==> src/rtl/mul_pkg.sv <==
// Shared types and helpers for the sequential shift-add multiplier.
// Optional signed mode is selected by MUL_SIGNED_EN in the top module.
package mul_pkg;

    typedef enum logic [1:0] {
        IDLE,
        RUN,
        DONE
    } mul_state_t;

    localparam int MUL_WIDTH_DEFAULT = 32;

    // Bits needed to count 0..value-1
    function automatic int clog2(input int value);
        int result;
        int v;
        result = 0;
        v = value - 1;
        while (v > 0) begin
            result = result + 1;
            v = v >> 1;
        end
        return result;
    endfunction

endpackage

==> src/rtl/mul_seq_32_if.sv <==
// Request/response bundle between the ALU (master) and the multiplier (slave).
interface mul_seq_32_if
    import mul_pkg::*;
#(
    parameter int WIDTH = MUL_WIDTH_DEFAULT
);

    logic                 start;
    logic [WIDTH-1:0]     a;
    logic [WIDTH-1:0]     b;
    logic                 ready;
    logic                 done;
    logic [2*WIDTH-1:0]   product;

    modport master (
        output start,
        output a,
        output b,
        input  ready,
        input  done,
        input  product
    );

    modport slave (
        input  start,
        input  a,
        input  b,
        output ready,
        output done,
        output product
    );

endinterface

==> src/rtl/fulladder_32bit.sv <==
// 32-bit ripple-carry adder built from per-bit full-adder cells.
module fulladder_32bit (
    input  logic [31:0] a,
    input  logic [31:0] b,
    input  logic        cin,
    output logic [31:0] sum,
    output logic        cout
);

    logic [32:0] carry;

    assign carry[0] = cin;

    generate
        for (genvar gi = 0; gi < 32; gi++) begin : g_bit
            assign sum[gi]       = a[gi] ^ b[gi] ^ carry[gi];
            assign carry[gi + 1] = (a[gi] & b[gi]) | (carry[gi] & (a[gi] ^ b[gi]));
        end
    endgenerate

    assign cout = carry[32];

endmodule

==> src/rtl/mul_seq_32.sv <==
// Iterative shift-add multiplier: one partial-product add per clock, WIDTH iterations.
// Define MUL_SIGNED_EN for two's-complement operands (sign-magnitude around the unsigned core).
module mul_seq_32
    import mul_pkg::*;
#(
    parameter int WIDTH = MUL_WIDTH_DEFAULT
) (
    input  logic        clk,
    input  logic        rst_n,
    mul_seq_32_if.slave bus
);

    localparam int CW = clog2(WIDTH);
    localparam int PW = 2 * WIDTH;

    mul_state_t        state_q;
    logic              ready_q;
    logic              done_q;
    logic [PW-1:0]     product_q;
    logic [CW-1:0]     count_q;
    logic [WIDTH-1:0]  m_q;
    logic [WIDTH-1:0]  acc_q;
    logic [WIDTH-1:0]  q_q;

    logic [WIDTH-1:0]  add_b;
    logic [WIDTH-1:0]  add_sum;
    logic              add_cout;

    logic [WIDTH-1:0]  acc_d;
    logic [WIDTH-1:0]  q_d;
    logic [PW-1:0]     prod_mag;
    logic [PW-1:0]     product_d;
    logic [WIDTH-1:0]  m_load;
    logic [WIDTH-1:0]  q_load;

`ifdef MUL_SIGNED_EN
    logic              neg_q;
    logic              neg_load;

    // |INT_MIN| wraps to 2^(WIDTH-1), which is exactly right as an unsigned magnitude
    assign m_load    = bus.a[WIDTH-1] ? (~bus.a + WIDTH'(1)) : bus.a;
    assign q_load    = bus.b[WIDTH-1] ? (~bus.b + WIDTH'(1)) : bus.b;
    assign neg_load  = bus.a[WIDTH-1] ^ bus.b[WIDTH-1];
    assign product_d = neg_q ? (~prod_mag + PW'(1)) : prod_mag;
`else
    assign m_load    = bus.a;
    assign q_load    = bus.b;
    assign product_d = prod_mag;
`endif

    // Single shared adder; the adder is fixed at 32 bits so WIDTH must stay 32
    assign add_b = q_q[0] ? m_q : '0;

    fulladder_32bit u_add (
        .a    (acc_q),
        .b    (add_b),
        .cin  (1'b0),
        .sum  (add_sum),
        .cout (add_cout)
    );

    // {C,A,Q} <= {cout,sum,Q} >> 1 : the carry lands in A's MSB, so C itself is always 0
    assign acc_d    = {add_cout, add_sum[WIDTH-1:1]};
    assign q_d      = {add_sum[0], q_q[WIDTH-1:1]};
    assign prod_mag = {acc_d, q_d};

    always_ff @(posedge clk or negedge rst_n) begin
        if (!rst_n) begin
            state_q   <= IDLE;
            ready_q   <= 1'b1;
            done_q    <= 1'b0;
            product_q <= '0;
            count_q   <= '0;
            m_q       <= '0;
            acc_q     <= '0;
            q_q       <= '0;
`ifdef MUL_SIGNED_EN
            neg_q     <= 1'b0;
`endif
        end else begin
            case (state_q)
                IDLE: begin
                    if (bus.start) begin
                        m_q     <= m_load;
                        q_q     <= q_load;
                        acc_q   <= '0;
                        count_q <= '0;
                        ready_q <= 1'b0;
`ifdef MUL_SIGNED_EN
                        neg_q   <= neg_load;
`endif
                        state_q <= RUN;
                    end
                end
                RUN: begin
                    acc_q   <= acc_d;
                    q_q     <= q_d;
                    count_q <= count_q + CW'(1);
                    // Result is registered on the last add so it is valid alongside done
                    if (count_q == CW'(WIDTH - 1)) begin
                        product_q <= product_d;
                        done_q    <= 1'b1;
                        state_q   <= DONE;
                    end
                end
                DONE: begin
                    done_q  <= 1'b0;
                    ready_q <= 1'b1;
                    state_q <= IDLE;
                end
                default: begin
                    done_q  <= 1'b0;
                    ready_q <= 1'b1;
                    state_q <= IDLE;
                end
            endcase
        end
    end

    assign bus.ready   = ready_q;
    assign bus.done    = done_q;
    assign bus.product = product_q;

endmodule
==> src/flat_wrapper.sv <==
// flat-port wrapper written by rule: the top's interface ports become plain ports
module mul_seq_32_flat import mul_pkg::*;
#(
    parameter int WIDTH = MUL_WIDTH_DEFAULT
)
  (clk, rst_n, bus_start, bus_a, bus_b, bus_ready, bus_done, bus_product);
  mul_seq_32_if #(.WIDTH(WIDTH)) bus_i ();
  input  logic clk;
  input  logic rst_n;
  input wire logic [$bits(bus_i.start)-1:0] bus_start;
  input wire logic [$bits(bus_i.a)-1:0] bus_a;
  input wire logic [$bits(bus_i.b)-1:0] bus_b;
  output wire logic [$bits(bus_i.ready)-1:0] bus_ready;
  output wire logic [$bits(bus_i.done)-1:0] bus_done;
  output wire logic [$bits(bus_i.product)-1:0] bus_product;
  assign bus_i.start = bus_start;
  assign bus_i.a = bus_a;
  assign bus_i.b = bus_b;
  assign bus_ready = bus_i.ready;
  assign bus_done = bus_i.done;
  assign bus_product = bus_i.product;
  mul_seq_32 #(.WIDTH(WIDTH)) u_core (.clk(clk), .rst_n(rst_n), .bus(bus_i));
endmodule
==> config.mk <==
export PLATFORM = sky130hd
export DESIGN_NAME = mul_seq_32_flat
export DESIGN_NICKNAME = d
export VERILOG_FILES = /design/src/rtl/mul_pkg.sv /design/src/rtl/mul_seq_32_if.sv /design/src/rtl/fulladder_32bit.sv /design/src/rtl/mul_seq_32.sv /design/src/flat_wrapper.sv
export SDC_FILE = /design/constraint.sdc
export NUM_CORES = 1
export LEC_CHECK = 0
export ABC_CLOCK_PERIOD_IN_PS = 25000
export BUFFER_PORTS_ARGS = -buffer_cell sky130_fd_sc_hd__buf_2
export CORE_MARGIN = 2
export CORE_UTILIZATION = 25
export DETAILED_ROUTE_END_ITERATION = 6
export HOLD_SLACK_MARGIN = 0.03
export PLACE_DENSITY_LB_ADDON = 0.1
export SLEW_MARGIN = 30
export SYNTH_ARGS = -nofsm -noshare
export SYNTH_HDL_FRONTEND = slang
export SYNTH_HIERARCHICAL = 1
export SYNTH_SLANG_ARGS = --single-unit
==> constraint.sdc <==
create_clock -name clk -period 25 [get_ports clk]
set_input_delay 5 -clock clk [delete_from_list [all_inputs] [get_ports clk]]
set_output_delay 5 -clock clk [all_outputs]
set_load 0.01 [all_outputs]
After elaboration in Yosys (flattened, before gate mapping). Index checks and enable logic that the tools add are counted.

Multiplexer cells: 14. $add $sub $neg: 1. Bitwise gates (word level): 159. Equality and inequality tests: 4. Reductions and logical operators: 8.

Operators with widths (count): case mux 32 bit (2 select lines) (2); two-way mux 32 bit (3); AND 1 bit (63); XOR 1 bit (63); OR 1 bit (31); AND reduction 2 bit (6); case mux 5 bit (2 select lines) (1); adder 5 x 1 -> 5 bit, second input constant (1); == test 5 bit, second input constant (1); two-way mux 5 bit (1); two-way mux 2 bit (2); case mux 1 bit (2 select lines) (2); case mux 2 bit (2 select lines) (1); == test 2 x 1 -> 1 bit, second input constant (1); zero test 2 bit (1); two-way mux 1 bit (2); != test 2 x 1 -> 1 bit, second input constant (1); != test 2 bit, second input constant (1); inverter 1 bit (2); nonzero test 2 bit (1).

Bits in registers: 169. Word-level logic and storage cells: 194. Input bits: 67. Output and inout port bits: 66.

Depth between registers and ports, before layout. Gate-level depths: netlist of run 1.

Depth in word-level cells: 65. Gate-level depth with buffers: 39. Depth with buffers taken out: 39.

Hierarchy. The synthesis of run 1 kept the hierarchy.

Modules (own cells, without submodules): mul_seq_32 (cells an instance 623, seq. area each 4230.3 µm², area each 6936.7 µm², instances 1); fulladder_32bit (cells an instance 42, seq. area each 0.0 µm², area each 678.2 µm², instances 1).

Worst setup path after synthesis of run 1. Ideal clock, no wire load.

Kind: register to register. Start: reg u_core.q_q[0]. End: reg u_core.product_q[62] (netlist: u_core/bus.product[62]). Stages on the path, launching flop included: 39. Slack: 12.135 ns. Path buffers: 0. Arrival: 12.801 ns. Library setup time: 0.064 ns. Clock period less this slack: 12.865 ns. Cells stage by stage: dfrtp_1 > and2_1 > fa_1 > fa_1 > fa_1 > fa_1 > fa_1 > fa_1 > fa_1 > fa_1 > fa_1 > fa_1 > fa_1 > fa_1 > fa_1 > fa_1 > fa_1 > fa_1 > [3 not listed] > fa_1 > fa_1 > fa_1 > fa_1 > fa_1 > fa_1 > fa_1 > fa_1 > fa_1 > fa_1 > fa_1 > fa_1 > fa_1 > fa_1 > inv_1 > fa_1 > inv_1 > mux2_4.

Cells in the longest elaborated chain, start to end: 63.

Ends and longest elaborated chain: start: declaration (RTL line mul_seq_32.sv:23) `logic [WIDTH-1:0] q_q;`; start signal: assignment (RTL line mul_seq_32.sv:85) `q_q <= q_load;`; start signal: assignment (RTL line mul_seq_32.sv:97) `q_q <= q_d;`; two-way mux 32 bit (RTL line mul_seq_32.sv:52) `assign add_b = q_q[0] ? m_q : '0;`; via u_core.add_b[0] (RTL line mul_seq_32.sv:25) `logic [WIDTH-1:0] add_b;`; AND 1 bit (2 in a row) (RTL line fulladder_32bit.sv:17) `assign carry[gi + 1] = (a[gi] & b[gi]) | (carry[gi] & (a[gi] ^ b[gi]));`; OR 1 bit (RTL line fulladder_32bit.sv:17); AND 1 bit (RTL line fulladder_32bit.sv:17); OR 1 bit (RTL line fulladder_32bit.sv:17); AND 1 bit (RTL line fulladder_32bit.sv:17); OR 1 bit (RTL line fulladder_32bit.sv:17); [48 not listed]; AND 1 bit (RTL line fulladder_32bit.sv:17); OR 1 bit (RTL line fulladder_32bit.sv:17); AND 1 bit (RTL line fulladder_32bit.sv:17); OR 1 bit (RTL line fulladder_32bit.sv:17); AND 1 bit (RTL line fulladder_32bit.sv:17); OR 1 bit (RTL line fulladder_32bit.sv:17); XOR 1 bit (RTL line fulladder_32bit.sv:16) `assign sum[gi] = a[gi] ^ b[gi] ^ carry[gi];`; via u_core.add_sum[31] (RTL line mul_seq_32.sv:26) `logic [WIDTH-1:0] add_sum;`; end signal: assignment (RTL line mul_seq_32.sv:101) `product_q <= product_d;`; end: declaration (RTL line mul_seq_32.sv:19) `logic [PW-1:0] product_q;`.

The timed path passes the listed nets, and every way through them passes these cells. A chain may end at the register's enable or synchronous reset.

Final worst setup path of run 1.
Start: reg u_core.q_q[0]. End: reg u_core.acc_q[30].

Cells in the longest elaborated chain, start to end: 64.

Ends and longest elaborated chain: two-way mux 32 bit (RTL line mul_seq_32.sv:52); via u_core.add_b[0] (RTL line mul_seq_32.sv:25); AND 1 bit (2 in a row) (RTL line fulladder_32bit.sv:17); OR 1 bit (RTL line fulladder_32bit.sv:17); AND 1 bit (RTL line fulladder_32bit.sv:17); OR 1 bit (RTL line fulladder_32bit.sv:17); AND 1 bit (RTL line fulladder_32bit.sv:17); OR 1 bit (RTL line fulladder_32bit.sv:17); [49 not listed]; OR 1 bit (RTL line fulladder_32bit.sv:17); AND 1 bit (RTL line fulladder_32bit.sv:17); OR 1 bit (RTL line fulladder_32bit.sv:17); AND 1 bit (RTL line fulladder_32bit.sv:17); OR 1 bit (RTL line fulladder_32bit.sv:17); XOR 1 bit (RTL line fulladder_32bit.sv:16); via u_core.add_sum[31] (RTL line mul_seq_32.sv:26); case mux 32 bit (2 select lines) (RTL line mul_seq_32.sv:81) `case (state_q)`; end signal: assignment (RTL line mul_seq_32.sv:75) `acc_q <= '0;`; end signal: assignment (RTL line mul_seq_32.sv:86) `acc_q <= '0;`; end signal: assignment (RTL line mul_seq_32.sv:96) `acc_q <= acc_d;`; end: declaration (RTL line mul_seq_32.sv:22) `logic [WIDTH-1:0] acc_q;`.

The timed path passes the listed nets, and every way through them passes these cells.

==> results by group, run 1 <==
Power and ir drop
  • Pwr/cell area: 126.1 mW/mm2
  • Leakage: 4.934 nW
  • Pwr Total: between 1 and 1.5 mW
  • Maximum vdd drop: between 40 and 50 uV

Worst hold path
  • Hold WC Path Type: flip-flop to flip-flop

GRT
  • Vias in the first global route: around 5.6k
  • Grt total ovfl: 0
  • Largest net degree at the start of global routing: 100
  • Initial antenna violation count: 0
  • Total Routing Usage GR: ~12%
  • First-pass GRT wire length: just over 30000 um

Yosys
  • Syn Inst Count: between 600 and 700
  • Synth Warn #: 6
  • Synthesized area per cell: 11.45 um2
  • Seq/Total Area, Yosys: 55.55%
  • Synth Register Bits: approximately 170
  • Synth async-reset ratio: 100.0%
  • Number of flops mapped to enable cells by yosys: 0
  • Top_reg_cell synth: dfrtp_1
  • Syn Nets: about 770
  • Synth unique cells: 28
  • Synth Cell Area: ~0.0076 mm2

Setup path
  • Critical path peak fanout: 33
  • Critical path class: flip-flop to flip-flop
  • Most used cell along the critical path: fa_1
  • Arr. time, crit path: about 14000 ps
  • CP Launch Type: flip-flop
  • CP peak stage delay: approximately 420 ps
  • CP Capture Type: flip-flop
  • Worst Path Required: ~25000 ps
  • R2R Setup Slk: roughly 11000 ps
  • CP max stage cell: fa_1

Drt
  • DRC: 0
  • Final wirelength: between 15000 and 20000 um
  • Routed vias: 5039
  • Detailed Route Iter0 Violations: about 250
  • Pre-Repair DR Iteration Count: 4
  • DR WL/cell: roughly 16 um
  • Routed Antenna Nets: 0
  • Vias per inst: roughly 4.2

Clocking
  • Clk slew on worst S/H paths: 70 ps
  • Root Buffer: clkbuf_16
  • Setup bufs post-CTS: 0
  • Resized Gates After CTS: 0
  • Clock Latency Late Sink: around 420 ps
  • Clock Tree Buf Depth: 2
  • CTS tree: built
  • Num CTS Buffers: 17
  • Hold Buf Count CTS: 0
  • Sink Count: around 170
  • H-Tree Depth: 4

STA
  • Final period utilization: about 55%
  • Total Neg Setup Slack: 0 ps
  • Actual slew at the worst max-slew pin: 972.5 ps
  • F_max: 72.71 MHz
  • Fin. max-slew vios: 0
  • RSZ-0062 raised after global routing: false
  • Minimum clock period: 13750 ps
  • Final hold violation count: 0
  • Final setup fails: 0
  • Worst hold slack: around 470 ps
  • Setup Skew: between 10 and 15 ps
  • Slew headroom: a little over a third

Floorplanning
  • Die Y: approximately 180 um
  • DIE AREA: 0.03187 mm2
  • Die extent in x: between 150 and 200 um
  • I/O pin count: between 100 and 150
  • Cell Rows: 63
  • Core area: 0.02980 mm2
  • Initial Utilization: 25.56%

Layout
  • Util after Layout: a little under a third
  • Diodes inserted: 0
  • Fin nets: a little under 900
  • Final instance area: just over 0.009 mm2
  • # fillers: 3124
  • Area delta synth->final: 21.48%
  • Share of cells above drive strength 1: a little under a third

Status
  • Status: finished, final reports clean

Run
  • Number of max-cap violations: 0

Placement
  • Placed instance area: about 0.0086 mm2
  • Placer Congestion: 0.7282
  • Detailed Place HPWL: roughly 12000 um
  • IO buf count: approximately 130
-- path summary, 6_finish.rpt --
| kind | cells past startpoint | startpoint | end |
|---|---|---|---|
| max in group asynchronous | 2 | rst_n | u_core/count_q[1]$_DFFE_PN0P_ |
| hold / removal | 2 | u_core/m_q[4]$_DFFE_PN0P_ | u_core/m_q[4]$_DFFE_PN0P_ |
| hold reg to reg | 2 | u_core/m_q[4]$_DFFE_PN0P_ | u_core/m_q[4]$_DFFE_PN0P_ |
| min in group asynchronous | 1 | rst_n | u_core/q_q[21]$_DFFE_PN0P_ |
| setup / recovery | 40 | u_core/q_q[0]$_DFFE_PN0P_ | u_core/acc_q[30]$_DFFE_PN0P_ |
| setup reg to reg | 40 | u_core/q_q[0]$_DFFE_PN0P_ | u_core/acc_q[30]$_DFFE_PN0P_ |
-- layout make-up --
class / instances / area, um2 / share of cell area (%)
clock buffer: 17 / 425.4 / 4.599
clock inverter: 15 / 190.2 / 2.056
inverter: 12 / 45.04 / 0.4869
multi-input combinational: 444 / 3138 / 33.92
sequential: 169 / 4230 / 45.73
tap: 390 / 488.0 / 5.275
timing repair buffer: 140 / 733.2 / 7.926
-- power by group --
part	total (mW)	leakage, nW	switching [mW]	internal (mW)
Sequential	0.477	2.15	0.0783	0.399
Combinational	0.411	2.48	0.219	0.191
Clock	0.279	0.298	0.119	0.160
Total	1.17	4.93	0.417	0.750
-- sequential cells by signal, summed over array words and instances, names as in the netlist --
register            cells
u_core/acc_q           32
u_core/bus.done         1
u_core/bus.product     64
u_core/bus.ready        1
u_core/count_q          5
u_core/m_q             32
u_core/q_q             32
u_core/state_q          2
-- critical path, delay by kind of cell (launching register included) --
family | cells | cell delay, ps
and+or+nand+nor | 3 | 330
DFF | 1 | 360
buffers and inverters | 5 | 510
adders and majority gates | 32 | 12470
-- synthesized netlist by cell type, drive strengths merged, types with 2 or more instances --
| library cell | instances | share of area [%] |
|---|---|---|
| ha | 2 | 0.33 |
| nand2 | 231 | 11 |
| mux2 | 64 | 11 |
| and2 | 32 | 2.6 |
| dfrtp | 168 | 55 |
| inv | 12 | 0.59 |
| o21ai | 4 | 0.26 |
| fa | 32 | 8.4 |
| nor2 | 2 | 0.099 |
| nand3 | 34 | 2.2 |
| buf | 28 | 2.4 |
| clkbuf | 12 | 0.59 |
| a22oi | 32 | 3.2 |
-- metal layers --
metal / share of wire (%) / wire, um / vias up / GRT usage [%]
met5: 0 / 0 / - / 0
met4: 0.87 / 160 / 0 / 3.252
met3: 4.8 / 894 / 10 / 2.835
met2: 46 / 8519 / 113 / 19.31
met1: 48 / 8898 / 2518 / 16.75
li1: - / - / 2398 / -
-- layout by cell type (no fill, tap or decap) --
cell | Yosys | final
o21ba_2 | 1 | 1
a21oi_1 | 1 | 1
inv_8 | 0 | 2
buf_2 | 14 | 131
clkinv_4 | 0 | 2
fa_1 | 32 | 32
or3b_2 | 1 | 1
clkinvlp_4 | 0 | 2
nand4_1 | 1 | 1
clkbuf_8 | 0 | 1
inv_1 | 12 | 12
mux2_4 | 38 | 38
clkbuf_16 | 0 | 17
clkinv_2 | 0 | 2
mux2i_1 | 1 | 1
bufinv_16 | 0 | 3
nand2b_2 | 0 | 1
nor2b_4 | 0 | 1
buf_6 | 8 | 1
o21bai_2 | 0 | 1
dfrtp_1 | 168 | 168
conb_1 | 1 | 1
ha_1 | 2 | 2
a22oi_1 | 32 | 32
dfstp_2 | 1 | 1
buf_4 | 0 | 7
nand3_1 | 34 | 34
and2_1 | 32 | 32
inv_6 | 0 | 4
o21ai_0 | 4 | 4
nand2_4 | 0 | 1
nor3b_2 | 0 | 1
and3_1 | 1 | 1
nand2_1 | 231 | 230
nor2_1 | 2 | 2
mux2_2 | 26 | 26
-- logic make-up after synthesis --
family	synth area share, %
compound gates	3.713
fa+ha+maj	8.741
buf+inv	3.582
flops	55.55
mux	11.47
other cells	0.04925
simple gates	16.89
-- through the flow --
step	cells	setup WS, ps
after global routing	1187	10740
after floorplan	665	12130
after detailed placement	1155	11360
after global placement	1155	11390
after CTS	1187	11250
final	1187	11250
Power figures use the tool's default switching activity.
==> run 2: changes to the inputs <==
- ABC_CLOCK_PERIOD_IN_PS: 25000 -> 12200
- clock period: 25 -> 12.2 ns (I/O delays scaled with it)
==> run 2 against run 1 <==
Net effect: final cell count stayed put; clock skew grew 3.8 ps; global-route usage rose by 0.075 points; register-to-register slack lost 11000 ps; sequential share of layout area down 0.48 points; sequential cell count stayed put; power rose by 110%; cell area rose by 1.1%; critical endpoint unchanged; highest routed layer unchanged.
==> results by group, run 2 (synthesis results as in run 1) <==
STA
  • Minimum clock period: 12070 ps
  • Fin. max-slew vios: 0
  • Final period utilization: between 90% and 100%
  • Setup Skew: approximately 15 ps
  • Slew headroom: between 30% and 40%
  • Final setup fails: 0
  • RSZ-0062 raised after global routing: true
  • Actual slew at the worst max-slew pin: 962.8 ps
  • F_max: 82.88 MHz
  • Total Neg Setup Slack: 0 ps
  • Final hold violation count: 0
  • Worst hold slack: 470.5 ps

Floorplanning
  • Die extent in x: between 150 and 200 um
  • Die Y: 178.5 um
  • Core area: 0.02980 mm2
  • Cell Rows: 63
  • Initial Utilization: 25.56%
  • DIE AREA: about 0.032 mm2
  • I/O pin count: approximately 130

Setup path
  • Critical path peak fanout: 2
  • Worst Path Required: about 13000 ps
  • Arr. time, crit path: 12420 ps
  • CP Launch Type: flip-flop
  • CP max stage cell: fa_1
  • Levels on crit path: 39
  • Cell count of the worst reg-to-reg path: 39
  • Worst path top cell family by delay: adder cells
  • CP peak stage delay: ~400 ps
  • Most used cell along the critical path: fa_2
  • Worst path buffer plus inverter count: 4
  • CP Capture Type: flip-flop
  • Critical path class: flip-flop to flip-flop

Worst hold path
  • Hold WC Path Type: flip-flop to flip-flop
  • Hold path cells: 1

Layout
  • Area of the multi-input gates: between 0.003 and 0.004 mm2
  • Final instance area: 0.009348 mm2
  • Final Instance Count excl. Fillers: 1187
  • Fin nets: between 800 and 900
  • Max reg flops: 64
  • Reg area: between 0.004 and 0.005 mm2
  • Util after Layout: about a third
  • Diodes inserted: 0
  • Share of cells above drive strength 1: between 30% and 40%
  • Area delta synth->final: 22.76%
  • # fillers: between 3k and 4k
  • Most frequent cells in the layout: nand2_1, dfrtp_1, buf_2
  • Commonest non-fill, non-tap cell in the layout: nand2_1

Run
  • Number of max-cap violations: 0

Clocking
  • Root Buffer: clkbuf_16
  • Clock Tree Buf Depth: 2
  • Num CTS Buffers: 17
  • Sink Count: roughly 170
  • Setup bufs post-CTS: 0
  • H-Tree Depth: 4
  • CTS tree: built
  • Clock Latency Late Sink: between 400 and 500 ps
  • Clk slew on worst S/H paths: roughly 70 ps

Drt
  • Vias per inst: about 4.2
  • Routed vias: slightly above 5k
  • Routed Antenna Nets: 0
  • Detailed Route Iter0 Violations: 230
  • DR WL/cell: 15.66 um
  • Final wirelength: approximately 19000 um
  • Pre-Repair DR Iteration Count: 6
  • DRC: 0

GRT
  • Vias in the first global route: 5554
  • Largest net degree at the start of global routing: between 100 and 150
  • Initial antenna violation count: 0
  • Grt total ovfl: 0
  • Total Routing Usage GR: roughly 12%
  • First-pass GRT wire length: roughly 30000 um

Placement
  • Placer Congestion: roughly 0.71
  • Detailed Place HPWL: between 10000 and 15000 um
  • Cell Count Post-Placement: around 1.2k
  • Placed instance area: a little under 0.009 mm2
  • IO buf count: roughly 130

Power and ir drop
  • Leakage: between 4 and 5 nW
  • Maximum vdd drop: about 90 uV
  • Pwr/cell area: around 260 mW/mm2

Status
  • Status: finished, final reports clean
## run 2: changes by cell type in the layout (fill, tap and decap cells not counted), moves of 2 or more
cell   change
fa_2      +30
inv_2      +2
inv_1      -2
fa_1      -30
## run 2: worst reg2reg max path, delay by kind of cell, from the launching register on
family	cells	cell delay, ps
adders and majority gates	32	11100
buffers and inverters	4	250
DFF	1	380
and+or+nand+nor	3	300
## run 2: repair_timing
item                                   4_1_cts  5_1_grt
setup endpoints to repair                    6        4
endpoints found under the hold margin        0        0
hold buffers                                 0        0
gates resized for setup                     11        5
## run 2: area by class of cell
| class | count | share of cell area (%) |
|---|---|---|
| Multi-Input combinational cell | 444 | 34.40 |
| Timing Repair Buffer | 140 | 7.844 |
| Clock buffer | 17 | 4.551 |
| Clock inverter | 15 | 2.249 |
| Inverter | 12 | 0.4819 |
| Sequential cell | 169 | 45.25 |
| Tap cell | 390 | 5.220 |
## run 2: metal layers
layer  wire length [um]  track usage (%)  vias to the layer above
met3                737            2.430                       13
met4                242            4.099                        0
met1               9182            17.01                     2516
met2               8430            19.16                      121
met5                  0                0                        -
li1                   -                -                     2388
## run 2: worst paths after layout
| kind | from | to | slack, ps |
|---|---|---|---|
| setup / recovery | u_core/m_q[0]$_DFFE_PN0P_ | u_core/acc_q[30]$_DFFE_PN0P_ | 130 |
| hold / removal | u_core/count_q[3]$_DFFE_PN0P_ | u_core/count_q[3]$_DFFE_PN0P_ | 470 |
| setup reg to reg | u_core/m_q[0]$_DFFE_PN0P_ | u_core/acc_q[30]$_DFFE_PN0P_ | 130 |
| hold reg to reg | u_core/count_q[3]$_DFFE_PN0P_ | u_core/count_q[3]$_DFFE_PN0P_ | 470 |
| max in group asynchronous | rst_n | u_core/bus.product[60]$_DFFE_PN0P_ | 8870 |
| min in group asynchronous | rst_n | u_core/bus.product[20]$_DFFE_PN0P_ | 2120 |
## run 2: per-stage QoR
step	setup WS (ps)	total power, mW
6_report	134.9	2.442
5_1_grt	-168.8	2.656
4_1_cts	39.70	2.500
3_5_place_dp	-424.7	1.872
3_3_place_gp	-365.5	1.852
2_1_floorplan	15.24	1.542
## run 2: power breakdown
| group | internal (mW) | total [mW] | switching, mW |
|---|---|---|---|
| Sequential | 0.817 | 0.983 | 0.166 |
| Combinational | 0.412 | 0.866 | 0.454 |
| Clock | 0.348 | 0.593 | 0.245 |
| Total | 1.58 | 2.44 | 0.865 |
